[config.mk]
export PLATFORM = sky130hd
export DESIGN_NAME = ahb_slave_wr_if
export DESIGN_NICKNAME = d
export VERILOG_FILES = /design/src/rtl/ahb_slave_wr_if.sv
export SDC_FILE = /design/constraint.sdc
export NUM_CORES = 1
export LEC_CHECK = 0
export CAP_MARGIN = 20
export CELL_PAD_IN_SITES_DETAIL_PLACEMENT = 1
export CELL_PAD_IN_SITES_GLOBAL_PLACEMENT = 1
export CORE_MARGIN = 4
export CORE_UTILIZATION = 54
export CTS_CLUSTER_DIAMETER = 150
export DETAILED_ROUTE_END_ITERATION = 8
export MAX_ROUTING_LAYER = met4
export PLACE_DENSITY_LB_ADDON = 0.1
export SLEW_MARGIN = 0
export SYNTH_ARGS = -nofsm -noshare
export SYNTH_HDL_FRONTEND = slang
export SYNTH_SLANG_ARGS = --single-unit
[constraint.sdc]
create_clock -name HCLK -period 3.2 [get_ports HCLK]
set_input_delay 0.8 -clock HCLK [delete_from_list [all_inputs] [get_ports HCLK]]
set_output_delay 0.8 -clock HCLK [all_outputs]
set_load 0.005 [all_outputs]
[src/rtl/ahb_slave_wr_if.sv]
// AHB-Lite write slave front end. It pairs each accepted address phase with
// its data phase and pushes complete write beats, with byte strobes, into a
// command FIFO. It stalls the bus with wait states while the FIFO is full and
// answers unsupported transfers (reads, oversize, misaligned) with a two-cycle
// ERROR response.
// Optional build macro: AHB_SLV_STATS_EN adds the saturating stat_* counters.
module ahb_slave_wr_if #(
  parameter int unsigned AHB_DATA_WIDTH    = 64,
  parameter int unsigned AHB_ADDRESS_WIDTH = 32,
  parameter int unsigned FIFO_DEPTH        = 4
) (
  input  logic                           HCLK,
  input  logic                           HRESETn,
  input  logic                           HSEL,
  input  logic [AHB_ADDRESS_WIDTH-1:0]   HADDR,
  input  logic [AHB_DATA_WIDTH-1:0]      HWDATA,
  input  logic                           HWRITE,
  input  logic [2:0]                     HSIZE,
  input  logic [2:0]                     HBURST,
  input  logic [1:0]                     HTRANS,
  input  logic                           HREADY,
  output logic                           HREADYOUT,
  output logic                           HRESP,
  output logic                           cmd_valid,
  input  logic                           cmd_ready,
  output logic [AHB_ADDRESS_WIDTH-1:0]   cmd_addr,
  output logic [AHB_DATA_WIDTH-1:0]      cmd_data,
  output logic [AHB_DATA_WIDTH/8-1:0]    cmd_strb,
  output logic [2:0]                     cmd_size,
  output logic [2:0]                     cmd_burst,
  output logic                           cmd_first
`ifdef AHB_SLV_STATS_EN
  ,
  output logic [31:0]                    stat_beats,
  output logic [15:0]                    stat_errors,
  output logic [31:0]                    stat_stalls
`endif
);

  localparam int unsigned NB  = AHB_DATA_WIDTH / 8;
  localparam int unsigned LNB = $clog2(NB);
  localparam int unsigned PW  = (FIFO_DEPTH > 1) ? $clog2(FIFO_DEPTH) : 1;
  localparam int unsigned CW  = PW + 1;

  typedef enum logic [1:0] {ST_OKAY, ST_ERR1, ST_ERR2} state_e;

  typedef struct packed {
    logic [AHB_ADDRESS_WIDTH-1:0] addr;
    logic [AHB_DATA_WIDTH-1:0]    data;
    logic [NB-1:0]                strb;
    logic [2:0]                   size;
    logic [2:0]                   burst;
    logic                         first;
  } entry_t;

  state_e                       state_q;
  logic                         hresp_q;
  logic                         pend_valid_q;
  logic [AHB_ADDRESS_WIDTH-1:0] pend_addr_q;
  logic [NB-1:0]                pend_strb_q;
  logic [2:0]                   pend_size_q;
  logic [2:0]                   pend_burst_q;
  logic                         pend_first_q;
  entry_t                       mem_q [FIFO_DEPTH];
  logic [PW-1:0]                wr_ptr_q, rd_ptr_q;
  logic [CW-1:0]                count_q;

  logic [31:0]                  lo_w, hsize_w, nbytes_w;
  logic [AHB_ADDRESS_WIDTH-1:0] amask;
  logic [NB-1:0]                strb_d;
  logic                         accept, err_xfer, good_xfer, bad_xfer;
  logic                         fifo_full, hready_out, push, pop;
  entry_t                       head;

  // Decode the address phase: byte-lane strobe, alignment mask and error checks.
  always_comb begin
    lo_w                = '0;
    lo_w[LNB-1:0]       = HADDR[LNB-1:0];
    hsize_w             = {29'd0, HSIZE};
    nbytes_w            = 32'd1 << HSIZE;
    amask               = '0;
    strb_d              = '0;
    for (int unsigned i = 0; i < AHB_ADDRESS_WIDTH; i++) amask[i] = (i < hsize_w);
    for (int unsigned i = 0; i < NB; i++) strb_d[i] = (i >= lo_w) && (i < lo_w + nbytes_w);
    accept    = HSEL && HREADY && HTRANS[1] && (state_q != ST_ERR1);
    err_xfer  = !HWRITE || (hsize_w > LNB) || (|(HADDR & amask));
    good_xfer = accept && !err_xfer;
    bad_xfer  = accept && err_xfer;
  end

  // Data-phase handshake: stall only when a beat is waiting and the FIFO is full.
  always_comb begin
    fifo_full  = (count_q == CW'(FIFO_DEPTH));
    hready_out = (state_q != ST_ERR1) && !(pend_valid_q && fifo_full);
    push       = pend_valid_q && hready_out && HREADY;
    pop        = (count_q != '0) && cmd_ready;
    head       = mem_q[rd_ptr_q];
  end

  assign HREADYOUT = hready_out;
  assign HRESP     = hresp_q;
  assign cmd_valid = (count_q != '0);
  assign cmd_addr  = head.addr;
  assign cmd_data  = head.data;
  assign cmd_strb  = head.strb;
  assign cmd_size  = head.size;
  assign cmd_burst = head.burst;
  assign cmd_first = head.first;

  // Error response FSM; HRESP is registered alongside the state.
  always_ff @(posedge HCLK or negedge HRESETn) begin
    if (!HRESETn) begin
      state_q <= ST_OKAY;
      hresp_q <= 1'b0;
    end else begin
      unique case (state_q)
        ST_OKAY: begin
          if (bad_xfer) begin
            state_q <= ST_ERR1;
            hresp_q <= 1'b1;
          end
        end
        ST_ERR1: begin
          state_q <= ST_ERR2;
          hresp_q <= 1'b1;
        end
        ST_ERR2: begin
          // A new transfer accepted in the second error cycle may itself be bad.
          if (bad_xfer) begin
            state_q <= ST_ERR1;
            hresp_q <= 1'b1;
          end else begin
            state_q <= ST_OKAY;
            hresp_q <= 1'b0;
          end
        end
        default: begin
          state_q <= ST_OKAY;
          hresp_q <= 1'b0;
        end
      endcase
    end
  end

  // Pending address-phase register, reloaded by a back-to-back acceptance.
  always_ff @(posedge HCLK or negedge HRESETn) begin
    if (!HRESETn) begin
      pend_valid_q <= 1'b0;
      pend_addr_q  <= '0;
      pend_strb_q  <= '0;
      pend_size_q  <= '0;
      pend_burst_q <= '0;
      pend_first_q <= 1'b0;
    end else if (good_xfer) begin
      pend_valid_q <= 1'b1;
      pend_addr_q  <= HADDR;
      pend_strb_q  <= strb_d;
      pend_size_q  <= HSIZE;
      pend_burst_q <= HBURST;
      pend_first_q <= (HTRANS == 2'b10);
    end else if (push) begin
      pend_valid_q <= 1'b0;
    end
  end

  // Command FIFO storage and pointers; simultaneous push and pop keep the count.
  always_ff @(posedge HCLK or negedge HRESETn) begin
    if (!HRESETn) begin
      for (int unsigned i = 0; i < FIFO_DEPTH; i++) mem_q[i] <= '0;
      wr_ptr_q <= '0;
      rd_ptr_q <= '0;
      count_q  <= '0;
    end else begin
      if (push) begin
        mem_q[wr_ptr_q] <= '{addr: pend_addr_q, data: HWDATA, strb: pend_strb_q,
                            size: pend_size_q, burst: pend_burst_q, first: pend_first_q};
        wr_ptr_q <= wr_ptr_q + 1'b1;
      end
      if (pop) rd_ptr_q <= rd_ptr_q + 1'b1;
      if (push && !pop)      count_q <= count_q + 1'b1;
      else if (pop && !push) count_q <= count_q - 1'b1;
    end
  end

`ifdef AHB_SLV_STATS_EN
  // Saturating beat / error / stall counters.
  always_ff @(posedge HCLK or negedge HRESETn) begin
    if (!HRESETn) begin
      stat_beats  <= '0;
      stat_errors <= '0;
      stat_stalls <= '0;
    end else begin
      if (push && (stat_beats != '1))                          stat_beats  <= stat_beats + 1'b1;
      if (bad_xfer && (stat_errors != '1))                     stat_errors <= stat_errors + 1'b1;
      if (pend_valid_q && !hready_out && (stat_stalls != '1))  stat_stalls <= stat_stalls + 1'b1;
    end
  end
`endif

endmodule

==> results.md <==
- Status: finished, final reports clean
- Max_cap viols: 0
- Area growth, synth to finish: 21.26%
- Hpwl dp: 33960 um
- Crit path largest cell delay: between 0.5 and 0.6 ns
- Crit path DAT: around 2.4 ns
- Layout fillers: 3753
- Post-synthesis adder-cell area fraction: less than 1%
- Initial antenna violation count: 3
- Worst slew pin tran: 0.5519 ns
- Total Wirelength: 56510 um
- WL per Instance: approximately 26 um
- Startpoint Class: register
- Peak Freq: around 320 MHz
- Layout cells sized above 1: roughly half
- Max clock buf depth: 3
- Number of cell rows: 76
- Top Ports: approximately 220
- Mean Syn Cell Area: between 15 and 20 um^2
- Final Setup Violations: 0
- GRT Residual Overflow: 0
- Vias per cell: roughly 5.7
- DP Area: about 26000 um^2
- Skew final: roughly 0.016 ns
- Crit path max-delay cell type: mux4_2
- Final hold vios: 0
- Full die area: between 40000 and 50000 um^2
- CP delay by family, top: buffers and inverters
- Commonest non-fill, non-tap cell in the layout: dfrtp_1
- Synth unique cells: 47
- Largest net degree at the start of global routing: just over 100
- Crit share post-route: 98.70%
- Core Footprint: 43170 um^2
- Largest family of logic cells by synthesized area: multiplexers
- Root buffer cell: clkbuf_16
- Worst Path Buf+Inv: 4
- FF-to-FF Start: count_q[2]
- XOR/XNOR Fraction of Synth Area: less than 1%
- CP Class: register to output pin
- H-Tree Depth: 2
- Commonest cells after routing, fill and taps aside: dfrtp_1, mux2_4, mux2_2
- Area occupied by multi-input gates: ~10000 um^2
- Post-Syn Instances: between 1000 and 1500
- Crit. Startpoint: rd_ptr_q[0]
- WHS: around 0.12 ns
- Via count: 12410
- DRC errors left: 0
- Post-synthesis mux area share: a little under 40%
- Peak supply drop: roughly 0.00063 V
- Hold Crit Class: primary input to async pin
- RSZ-0062 raised after global routing: yes
- First DRT Iteration DRCs: 647
- Non-Filler Instances: 2193
- Worst-Skew Late Latency: a little under 0.6 ns
- Final ANT Viol Nets: 0
- Synth Warn #: 0
- Tot Pwr: between 20 and 30 mW
- Nature of the critical path endpoint: output pin
- Sink count of the clock tree: approximately 500
- 1st-pass router iterations: 6
- TritonCTS clock tree: done
- Comb power frac: around two fifths
- Relative slew slack: a little over three fifths
- Vias in the first global route: ~14000
- Register area: approximately 13000 um^2
- Die X: 217.1 um
- Dpl cells: slightly above 2000
- Clk pwr share: ~23%
- CP max FO: 10
- Fin area: approximately 29000 um^2
- Die height: around 220 um
- Initial Util: roughly 55%
- Internal power: between 15 and 20 mW
- LEAKAGE: approximately 14 nW
- # hold bufs at CTS: 0
- Final min period: around 3.2 ns
- Yosys reg bits: approximately 500
- Slew Viols, Final: 0
- First-pass GRT wire length: just under 90000 um
- Worst path required time: approximately 2.4 ns
- Sequential element share of the synthesized area: between 50% and 60%
- Commonest register cell after synthesis: dfrtp_1
- Asr flop ratio synth: 100.0%
- Area share of and/or/nand/nor cells after synthesis: less than 1%
- Worst setup margin: 0.04150 ns
- Syn Std Cell Area: between 20000 and 25000 um^2
- Top cell by count, worst path: buf_12
- Final Wtd Congestion: 0.7545
- PwrDens: roughly 930 nW/um^2
- Reg clk slew, reported paths: 0.06 ns
- Port bufs: 223
- Cts bufs inserted: 53
- Setup WS pre-CTS: ~0.11 ns
- Post-Syn Nets: between 1000 and 1500
- Net Sw Frac: 28.44%
- # nets final: around 1700
- Psw: between 7 and 8 mW
- Synth Area in Compound Gates: 1.038%
- Post-synth EDFFs: 0
- Gr usage total: 24.73%
- CP Cell Sequence: buf_12 -> buf_12 -> buf_16 -> mux4_2 -> dlygate4sd2_1
- Register share of total power: 38.7%
cell type report:
type | count | area share [%]
inverter | 10 | 0.1311
timing repair buffer | 317 | 12.57
antenna | 3 | 0.02622
multi-input combinational | 684 | 34.93
clock inverter | 6 | 0.1180
tap | 585 | 2.556
sequential | 502 | 43.89
clock buffer | 86 | 5.772
per-stage QoR:
stage                     TNS [ns]  util [%]
after floorplan                  0         -
after global placement           0     61.32
after detailed placement         0     61.32
after CTS                   -4.100     65.45
after global routing       -0.1330     66.33
final                            0     66.33
logic make-up (layout without fill, tap and decap cells):
logic type,count (synthesis),count (layout)
xor gates and xnor gates,7,7
other,0,3
muxes,597,597
and+or+nand+nor,41,41
buffers and inverters,92,419
DFF,502,502
AOI/OAI and AO/OA,29,29
adders and majority gates,10,10
worst paths after layout:
check / cells after the start / slack [ns] / end
worst max-delay path: 5 / 0.04 / cmd_data[7]
worst min-delay path: 1 / 0.12 / mem_q[283]
worst max register to register: 8 / 0.83 / count_q[2]
worst min register to register: 1 / 0.50 / state_q[0]
max in group asynchronous: 3 / 2.13 / mem_q[85]
min in group HCLK: 1 / 0.50 / state_q[0]
routing by layer:
metal | GRT usage, % | part of all wire, % | vias to the layer above
met4 | 5.194 | 1.6 | 0
met1 | 33.05 | 43 | 6783
met3 | 3.588 | 3.8 | 66
met5 | - | 0 | -
li1 | - | - | 5314
met2 | 41.11 | 51 | 249
power by group through the flow:
stage	sequential [mW]	clock, mW	combinational (mW)
after floorplan	9.70	0	6.57
after global placement	10.2	0	9.92
after detailed placement	10.4	0	10.1
after CTS	10.3	6.14	10.1
after global routing	10.7	6.44	11.0
final	10.3	5.99	10.4
cell usage after synthesis, types with 2 or more instances:
cell | count | area, um^2
xor2_1 | 3 | 26.28
mux2_4 | 360 | 5405
nand3_1 | 6 | 30.03
o21ai_0 | 3 | 15.01
nor3_1 | 2 | 10.01
a21oi_1 | 3 | 15.01
mux2_2 | 125 | 1408
buf_2 | 10 | 50.05
o2bb2ai_1 | 4 | 35.03
dfrtp_1 | 502 | 12560
a31oi_1 | 2 | 12.51
and2_4 | 4 | 35.03
o211ai_1 | 3 | 22.52
xnor2_1 | 4 | 35.03
clkbuf_1 | 14 | 52.55
nand4_1 | 3 | 18.77
a211oi_1 | 2 | 15.01
a221oi_1 | 2 | 17.52
ha_1 | 8 | 100.1
buf_12 | 40 | 800.8
buf_1 | 6 | 22.52
nor2_1 | 5 | 18.77
fa_1 | 2 | 40.04
nand2b_1 | 2 | 12.51
nor2b_1 | 2 | 12.51
nand2_1 | 8 | 30.03
inv_1 | 10 | 37.54
a21o_1 | 3 | 22.52
and2_1 | 2 | 12.51
mux4_2 | 111 | 2500
buf_4 | 11 | 82.58
what timing repair did:
| action | in CTS | in global routing |
|---|---|---|
| endpoints found under the setup margin | 104 | 58 |
| resized for setup | 71 | 79 |
| pin swaps | 0 | 0 |
| cloned | 1 | 3 |
| setup buffers | 14 | 17 |
registers in the layout (all words and copies together) (netlist names):
register / count
HRESP: 1
count_q: 3
mem_q: 444
pend_addr_q: 32
pend_burst_q: 3
pend_first_q: 1
pend_size_q: 3
pend_strb_q: 8
pend_valid_q: 1
rd_ptr_q: 2
state_q: 2
wr_ptr_q: 2
No activity file was read; power rests on OpenSTA's default activity.
